### config.mk
export PLATFORM = sky130hd
export DESIGN_NAME = mem_port_arbiter
export DESIGN_NICKNAME = d
export VERILOG_FILES = /design/src/rtl/mem_port_arbiter.sv
export SDC_FILE = /design/constraint.sdc
export NUM_CORES = 1
export LEC_CHECK = 0
export CAP_MARGIN = 10
export CORE_MARGIN = 10
export CORE_UTILIZATION = 43
export CTS_CLUSTER_SIZE = 25
export DETAILED_ROUTE_END_ITERATION = 10
export PLACE_DENSITY = 0.85
export SKIP_LAST_GASP = 1
export SLEW_MARGIN = 10
export SYNTH_ARGS = -nofsm -noshare
export SYNTH_HDL_FRONTEND = slang
export SYNTH_SLANG_ARGS = --single-unit
### constraint.sdc
create_clock -name clk -period 12.4 [get_ports clk]
set_input_delay 1.24 -clock clk [delete_from_list [all_inputs] [get_ports clk]]
set_output_delay 1.24 -clock clk [all_outputs]
set_load 0.02 [all_outputs]
### src/rtl/mem_port_arbiter.sv
// mem_port_arbiter: serialises CPU and loader accesses onto one memory port
module mem_port_arbiter #(
  parameter int LAT        = 1,
  parameter bit FIXED_PRIO = 1'b0
) (
  input  logic        clk,
  input  logic        reset,
  input  logic        c_req_i,
  input  logic        c_we_i,
  input  logic [31:0] c_addr_i,
  input  logic [31:0] c_wdata_i,
  output logic        c_ack_o,
  output logic [31:0] c_rdata_o,
  input  logic        d_req_i,
  input  logic        d_we_i,
  input  logic [31:0] d_addr_i,
  input  logic [31:0] d_wdata_i,
  output logic        d_ack_o,
  output logic [31:0] d_rdata_o,
  output logic        m_en_o,
  output logic        m_we_o,
  output logic [31:0] m_addr_o,
  output logic [31:0] m_wdata_o,
  input  logic [31:0] m_rdata_i,
  output logic        busy_o,
  output logic        owner_o
);
  typedef enum logic [1:0] {IDLE, ACCESS, WAIT, DONE} state_t;
  localparam logic [3:0] CNT_INIT = 4'(LAT - 1);
  state_t      state_q;
  logic [3:0]  cnt_q;
  logic        owner_q, owner_d;
  logic        m_en_q, m_we_q, c_ack_q, d_ack_q;
  logic [31:0] m_addr_q, m_wdata_q, c_rdata_q, d_rdata_q;
  // Grantee when leaving IDLE: lone requester, else CPU or the port that lost last time
  always_comb owner_d = (c_req_i && d_req_i) ? (FIXED_PRIO ? 1'b0 : ~owner_q) : d_req_i;
  // Sequencer: grant in IDLE, strobe once, count down latency, pulse the owner's ack
  always_ff @(posedge clk or posedge reset) begin
    if (reset) begin
      state_q   <= IDLE;
      cnt_q     <= '0;
      owner_q   <= 1'b1;
      m_en_q    <= 1'b0;
      m_we_q    <= 1'b0;
      m_addr_q  <= '0;
      m_wdata_q <= '0;
      c_ack_q   <= 1'b0;
      d_ack_q   <= 1'b0;
      c_rdata_q <= '0;
      d_rdata_q <= '0;
    end else begin
      c_ack_q <= 1'b0;
      d_ack_q <= 1'b0;
      case (state_q)
        IDLE: if (c_req_i || d_req_i) begin
          owner_q   <= owner_d;
          m_we_q    <= owner_d ? d_we_i : c_we_i;
          m_addr_q  <= owner_d ? d_addr_i : c_addr_i;
          m_wdata_q <= owner_d ? d_wdata_i : c_wdata_i;
          cnt_q     <= CNT_INIT;
          m_en_q    <= 1'b1;
          state_q   <= ACCESS;
        end
        ACCESS: begin
          m_en_q  <= 1'b0;
          state_q <= WAIT;
        end
        WAIT: if (cnt_q == '0) begin
          if (owner_q) d_rdata_q <= m_rdata_i;
          else c_rdata_q <= m_rdata_i;
          c_ack_q <= ~owner_q;
          d_ack_q <= owner_q;
          state_q <= DONE;
        end else begin
          cnt_q <= cnt_q - 4'd1;
        end
        default: state_q <= IDLE;
      endcase
    end
  end
  assign busy_o    = state_q != IDLE;
  assign owner_o   = owner_q;
  assign m_en_o    = m_en_q;
  assign m_we_o    = m_we_q;
  assign m_addr_o  = m_addr_q;
  assign m_wdata_o = m_wdata_q;
  assign c_ack_o   = c_ack_q;
  assign d_ack_o   = d_ack_q;
  assign c_rdata_o = c_rdata_q;
  assign d_rdata_o = d_rdata_q;
endmodule
==> results.sh, run 1 <==
export IMPL_status="finished clean"
export IMPL_cts_setup_buffers=0
export IMPL_hold_buffers=0
export IMPL_maxCapViolCount=0
export IMPL_cts_made_buffers=17
export IMPL_seq_area_frac_synth=0.593
export IMPL_synthDistinctLibCells=32
export IMPL_ys_seq_elements=139
export IMPL_design_area_um2=9610
export IMPL_clock_skew_ns=0.00616
export IMPL_layout_drive_gt1_share=0.132
export IMPL_initialDrtViolationCount=257
export IMPL_first_pass_iters=5
export IMPL_max_slew_margin=0.409
export IMPL_fin_ws_ns=9.30
export IMPL_syn_to_final_growth_pct=63.7
export IMPL_irDropWorstVdd_mv=0.132
export IMPL_grt_busiest_layer="met2"
export IMPL_h_tree_depth=4
export IMPL_final_setup_tns_ns=0
export IMPL_synthArstFlopShare=1.00
export IMPL_grt_pass1_vias=5601
export IMPL_dieWidth_um=137
export IMPL_arrival_ns=1.86
export IMPL_end_kind="primary output"
export IMPL_clk_pin_slew_ns=0.05
export IMPL_dp_hpwl_um=15500
export IMPL_die_h_um=137
export IMPL_dieArea_um2=18700
export IMPL_met2_usage=0.344
export IMPL_critPathRequiredTime_ns=11.16
export IMPL_path_cells="inv_1 -> ha_1 -> inv_1 -> clkdlybuf4s50_1"
export IMPL_diodes=0
export IMPL_drcViolationCount=0
export IMPL_globalplace_congestion=0.911
export IMPL_p_leak_nw=4.03
export IMPL_met1_usage=0.223
export IMPL_grt_ovfl_total=0
export IMPL_slew_viol_final=0
export IMPL_wirelength_um=20200
export IMPL_antenna_found_initial=1
export IMPL_path_buf_inv=3
export IMPL_synth_nets=716
export IMPL_syn_inst=544
export IMPL_mostFrequentLayoutCells="clkdlybuf4s50_1 (299), dfrtp_1 (138), nand2_1 (132)"
export IMPL_wl_per_cell_um=19.8
export IMPL_grtUsageMet3=0.100
export IMPL_synth_warnings=0
export IMPL_instances_no_fill=1020
export IMPL_period_needed_ns=3.10
export IMPL_grt_max_degree=90
export IMPL_num_rows=42
export IMPL_start_util=0.442
export IMPL_max_freq_ghz=0.323
export IMPL_critical_path_top_delay_family="buffers and inverters"
export IMPL_syn_cell_area_um2=5870
export IMPL_placed_area_um2=8980
export IMPL_crit_path_start_kind="register"
export IMPL_crit_top_cell="inv_1"
export IMPL_hold_class="reg -> reg"
export IMPL_final_nets=1003
export IMPL_cts_tree="yes"
export IMPL_path_max_fanout=7
export IMPL_slowest_stage="clkdlybuf4s50_1"
export IMPL_ant_nets=0
export IMPL_dp_cells=988
export IMPL_core_um2=13300
export IMPL_cts_root_buf="clkbuf_16"
export IMPL_rsz0062_at_grt="false"
export IMPL_synth_edf_count=0
export IMPL_postSynthAreaPerCell_um2=10.8
export IMPL_yosys_area_top_type_share=0.588
export IMPL_path_class="reg -> out"
export IMPL_dp_worst_setup_slack_ns=8.91
export IMPL_cp_slowest_stage_delay_ns=0.61
export IMPL_hold_slack_ns=0.503
export IMPL_yosysTopAreaCell="dfrtp_1"
export IMPL_ys_flop_type="dfrtp_1"
export IMPL_powerDensity_nw_per_um2=278
export IMPL_post_cts_resized=0
export IMPL_final_common_cell="clkdlybuf4s50_1"
export IMPL_synthTopCellsByArea="dfrtp_1 (59%), mux2_2 (12%), nand2_1 (8.4%), a31oi_1 (7.0%), nor2_1 (4.2%)"
export IMPL_clock_latency_ns=0.42
export IMPL_period_share=0.250
export IMPL_grt_first_pass_wirelength_um=30400
export IMPL_cts_sinks=139
export IMPL_cts_buffer_depth=2
export IMPL_track_usage=0.210
export IMPL_ios=300
export IMPL_hold_viol=0
export IMPL_finalSetupViolCount=0
export IMPL_vias_per_cell=5.13
export IMPL_port_buffers=299
export IMPL_worst_pin_slew_ns=0.887
export IMPL_vias=5229
==> synth_stat cells (all sizes together), types with 2 or more instances <==
cell type    n
a211o        3
a21oi        2
a31oi       66
and3         2
buf         19
clkbuf      17
dfrtp      138
ha           6
inv          7
mux2        65
nand2      132
nor2        66
nor3b        3
nor4b        2
o31ai        2
==> cell families after synthesis <==
kind of cell / Yosys count / share of synthesized area
AOI/OAI and AO/OA: 80 / 0.0885
muxes: 66 / 0.126
and+or+nand+nor: 210 / 0.147
adders and majority gates: 6 / 0.0128
buffers and inverters: 43 / 0.0330
DFF: 139 / 0.593
==> layer usage <==
metal	share of wire	wire length, um
met4	0.038	761
met5	0	0
met1	0.36	7260
met3	0.12	2510
met2	0.48	9650
==> through the flow <==
stage / power, mW / utilization
floorplan: 1.50 / -
global placement: 2.11 / 0.675
finish: 2.67 / 0.723
CTS: 2.70 / 0.723
detailed placement: 2.16 / 0.675
global route: 2.81 / 0.723
==> final timing paths <==
kind / start / endpoint / slack [ns] / cells past startpoint
max: state_q[0] / busy_o / 9.30 / 4
min: d_rdata_o[23] / d_rdata_o[23] / 0.50 / 1
max reg2reg: cnt_q[0] / d_rdata_o[15] / 9.82 / 5
min reg2reg: d_rdata_o[23] / d_rdata_o[23] / 0.50 / 1
max in group asynchronous: reset / d_rdata_o[26] / 9.76 / 3
min in group asynchronous: reset / m_addr_o[10] / 1.30 / 2
==> power by group <==
part	internal (mW)	switching (mW)	total, mW
Clock	0.343	0.189	0.533
Sequential	0.685	0.134	0.819
Combinational	0.644	0.676	1.32
==> sequential cells by signal, indices dropped and copies added, names as in the netlist <==
register   flops
d_rdata_o     32
state_q        2
c_rdata_o     32
owner_o        1
c_ack_o        1
d_ack_o        1
m_we_o         1
m_wdata_o     32
m_en_o         1
m_addr_o      32
cnt_q          4
==> worst register-to-register path, delay by kind of cell, from the launching register on <==
family / cells / cell delay (ns)
flip-flops: 1 / 0.42
buffers and inverters: 1 / 0.10
adder cells (fa/ha/maj): 1 / 0.16
AND/OR/NAND/NOR: 2 / 1.20
multiplexers: 1 / 0.58
==> area by class of cell <==
class / instances / area, um2
well taps: 176 / 220
fillers: 889 / 3690
inverters: 7 / 31.3
clock buffers: 23 / 498
multi-input cells: 362 / 2220
flip-flops and latches: 139 / 3480
repair buffers: 304 / 3030
clock inverters: 9 / 134
(Power assumes the default switching activity.)
==> inputs of run 2 (changes only) <==
--- a/config.mk
+++ b/config.mk
@@ -7,10 +7,10 @@
 export LEC_CHECK = 0
 export CAP_MARGIN = 10
 export CORE_MARGIN = 10
-export CORE_UTILIZATION = 43
+export CORE_UTILIZATION = 40
 export CTS_CLUSTER_SIZE = 25
 export DETAILED_ROUTE_END_ITERATION = 10
-export PLACE_DENSITY = 0.85
+export PLACE_DENSITY = 0.8
 export SKIP_LAST_GASP = 1
 export SLEW_MARGIN = 10
 export SYNTH_ARGS = -nofsm -noshare
==> constraint.sdc (replaced) <==
create_clock -name clk -period 3.2 [get_ports clk]
set_input_delay 0.32 -clock clk [delete_from_list [all_inputs] [get_ports clk]]
set_output_delay 0.32 -clock clk [all_outputs]
set_load 0.02 [all_outputs]
==> results.sh, run 2 (synthesized netlist as in run 1, its figures left out) <==
export IMPL_cts_sinks=139
export IMPL_ant_nets=0
export IMPL_clock_skew_ns=0.00679
export IMPL_cp_slowest_stage_delay_ns=0.43
export IMPL_wirelength_um=20100
export IMPL_grt_max_degree=74
export IMPL_wl_per_cell_um=19.4
export IMPL_powerDensity_nw_per_um2=1050
export IMPL_finalSetupViolCount=0
export IMPL_maxCapViolCount=0
export IMPL_globalplace_congestion=0.879
export IMPL_port_buffers=299
export IMPL_cts_setup_buffers=0
export IMPL_drcViolationCount=0
export IMPL_cts_buffer_depth=2
export IMPL_final_nets=1008
export IMPL_hold_viol=0
export IMPL_initialDrtViolationCount=243
export IMPL_vias=5224
export IMPL_final_common_cell="clkdlybuf4s50_1"
export IMPL_path_class="reg -> reg"
export IMPL_hold_buffers=0
export IMPL_clk_pin_slew_ns=0.06
export IMPL_period_share=0.692
export IMPL_antenna_found_initial=1
export IMPL_worst_pin_slew_ns=0.590
export IMPL_arrival_ns=2.52
export IMPL_register_area_um2=3480
export IMPL_fill_cells=1039
export IMPL_syn_to_final_growth_pct=64.2
export IMPL_clock_latency_ns=0.42
export IMPL_critPathRequiredTime_ns=3.50
export IMPL_end_kind="register"
export IMPL_slowest_stage="dfrtp_1"
export IMPL_num_rows=44
export IMPL_hold_slack_ns=0.397
export IMPL_status="finished clean"
export IMPL_mostFrequentLayoutCells="clkdlybuf4s50_1 (299), dfrtp_1 (138), nand2_1 (132)"
export IMPL_max_freq_ghz=0.451
export IMPL_slew_viol_final=0
export IMPL_dieArea_um2=19900
export IMPL_path_max_fanout=33
export IMPL_p_leak_nw=4.03
export IMPL_crit_path_start_kind="register"
export IMPL_layout_drive_gt1_share=0.135
export IMPL_cts_tree="yes"
export IMPL_dieWidth_um=141
export IMPL_multi_input_area_um2=2220
export IMPL_dp_hpwl_um=15700
export IMPL_vias_per_cell=5.05
export IMPL_grt_pass1_vias=5655
export IMPL_grt_ovfl_total=0
export IMPL_die_h_um=141
export IMPL_path_cells="inv_1 -> ha_1 -> or3b_4 -> nor3b_4 -> buf_4 -> mux2_2"
export IMPL_cts_made_buffers=17
export IMPL_final_setup_tns_ns=0
export IMPL_first_pass_iters=4
export IMPL_start_util=0.405
export IMPL_cts_root_buf="clkbuf_16"
export IMPL_irDropWorstVdd_mv=0.449
export IMPL_period_needed_ns=2.21
export IMPL_track_usage=0.199
export IMPL_max_slew_margin=0.606
export IMPL_core_um2=14500
export IMPL_rsz0062_at_grt="false"
export IMPL_grt_first_pass_wirelength_um=31200
export IMPL_ios=300
export IMPL_h_tree_depth=4
export IMPL_hold_class="in -> async"
export IMPL_post_cts_resized=0
## run 2: cell count changes in the layout (fill, tap and decap cells not counted), sizes merged
cell	previous run	this run
clkinv	1	4
bufinv	3	1
clkinvlp	4	6
buf	5	10
clkbuf	23	19
diode	0	1
inv	8	9
## run 2: final cells by class
class	count	area share
Sequential cell	139	0.361
Timing Repair Buffer	309	0.325
Multi-Input combinational cell	362	0.230
Clock buffer	19	0.0449
Tap cell	184	0.0239
Clock inverter	13	0.0122
Inverter	7	0.00312
Antenna cell	1	0.000260
## run 2: power by group
part           switching (mW)  internal, mW  total (mW)
sequential              0.524          2.66        3.18
clock                   0.757          1.07        1.83
combinational            2.60          2.54        5.15
## run 2: path summary, 6_finish.rpt
check	cells after the start	startpoint	end	slack, ns
worst max register to register	6	cnt_q[0]	c_rdata_o[17]	0.99
min in group clk	3	c_wdata_i[18]	m_wdata_o[18]	0.46
worst min-delay path	3	reset	m_addr_o[9]	0.40
worst min register to register	1	d_rdata_o[0]	d_rdata_o[0]	0.51
max in group asynchronous	3	reset	owner_o	2.40
worst max-delay path	6	cnt_q[0]	c_rdata_o[17]	0.99
## run 2: worst max-delay path: cells and delay by family, from the launching register on
kind	cells	cell delay, ns
simple gates	2	0.58
flops	1	0.43
buf+inv	2	0.52
mux	1	0.40
fa+ha+maj	1	0.16
## run 2: stage by stage
stage               total power, mW  cell area (um2)  instances  utilization  setup WS (ns)
floorplan                      5.83             5870        544            -           1.15
global placement               8.26             9090       1001        0.628           1.07
detailed placement             8.43             9090       1001        0.628          0.993
CTS                            10.3             9640       1033        0.666          0.977
global route                   10.8             9640       1034        0.666          0.866
finish                         10.2             9640       1034        0.666          0.985
## run 2: metal layers
layer	routed length, um	share of wire	up-vias	GRT usage
li1	-	-	2450	-
met5	0	0	-	0
met3	2600	0.13	35	0.107
met4	557	0.028	0	0.0837
met1	7570	0.38	2481	0.216
met2	9350	0.47	258	0.317
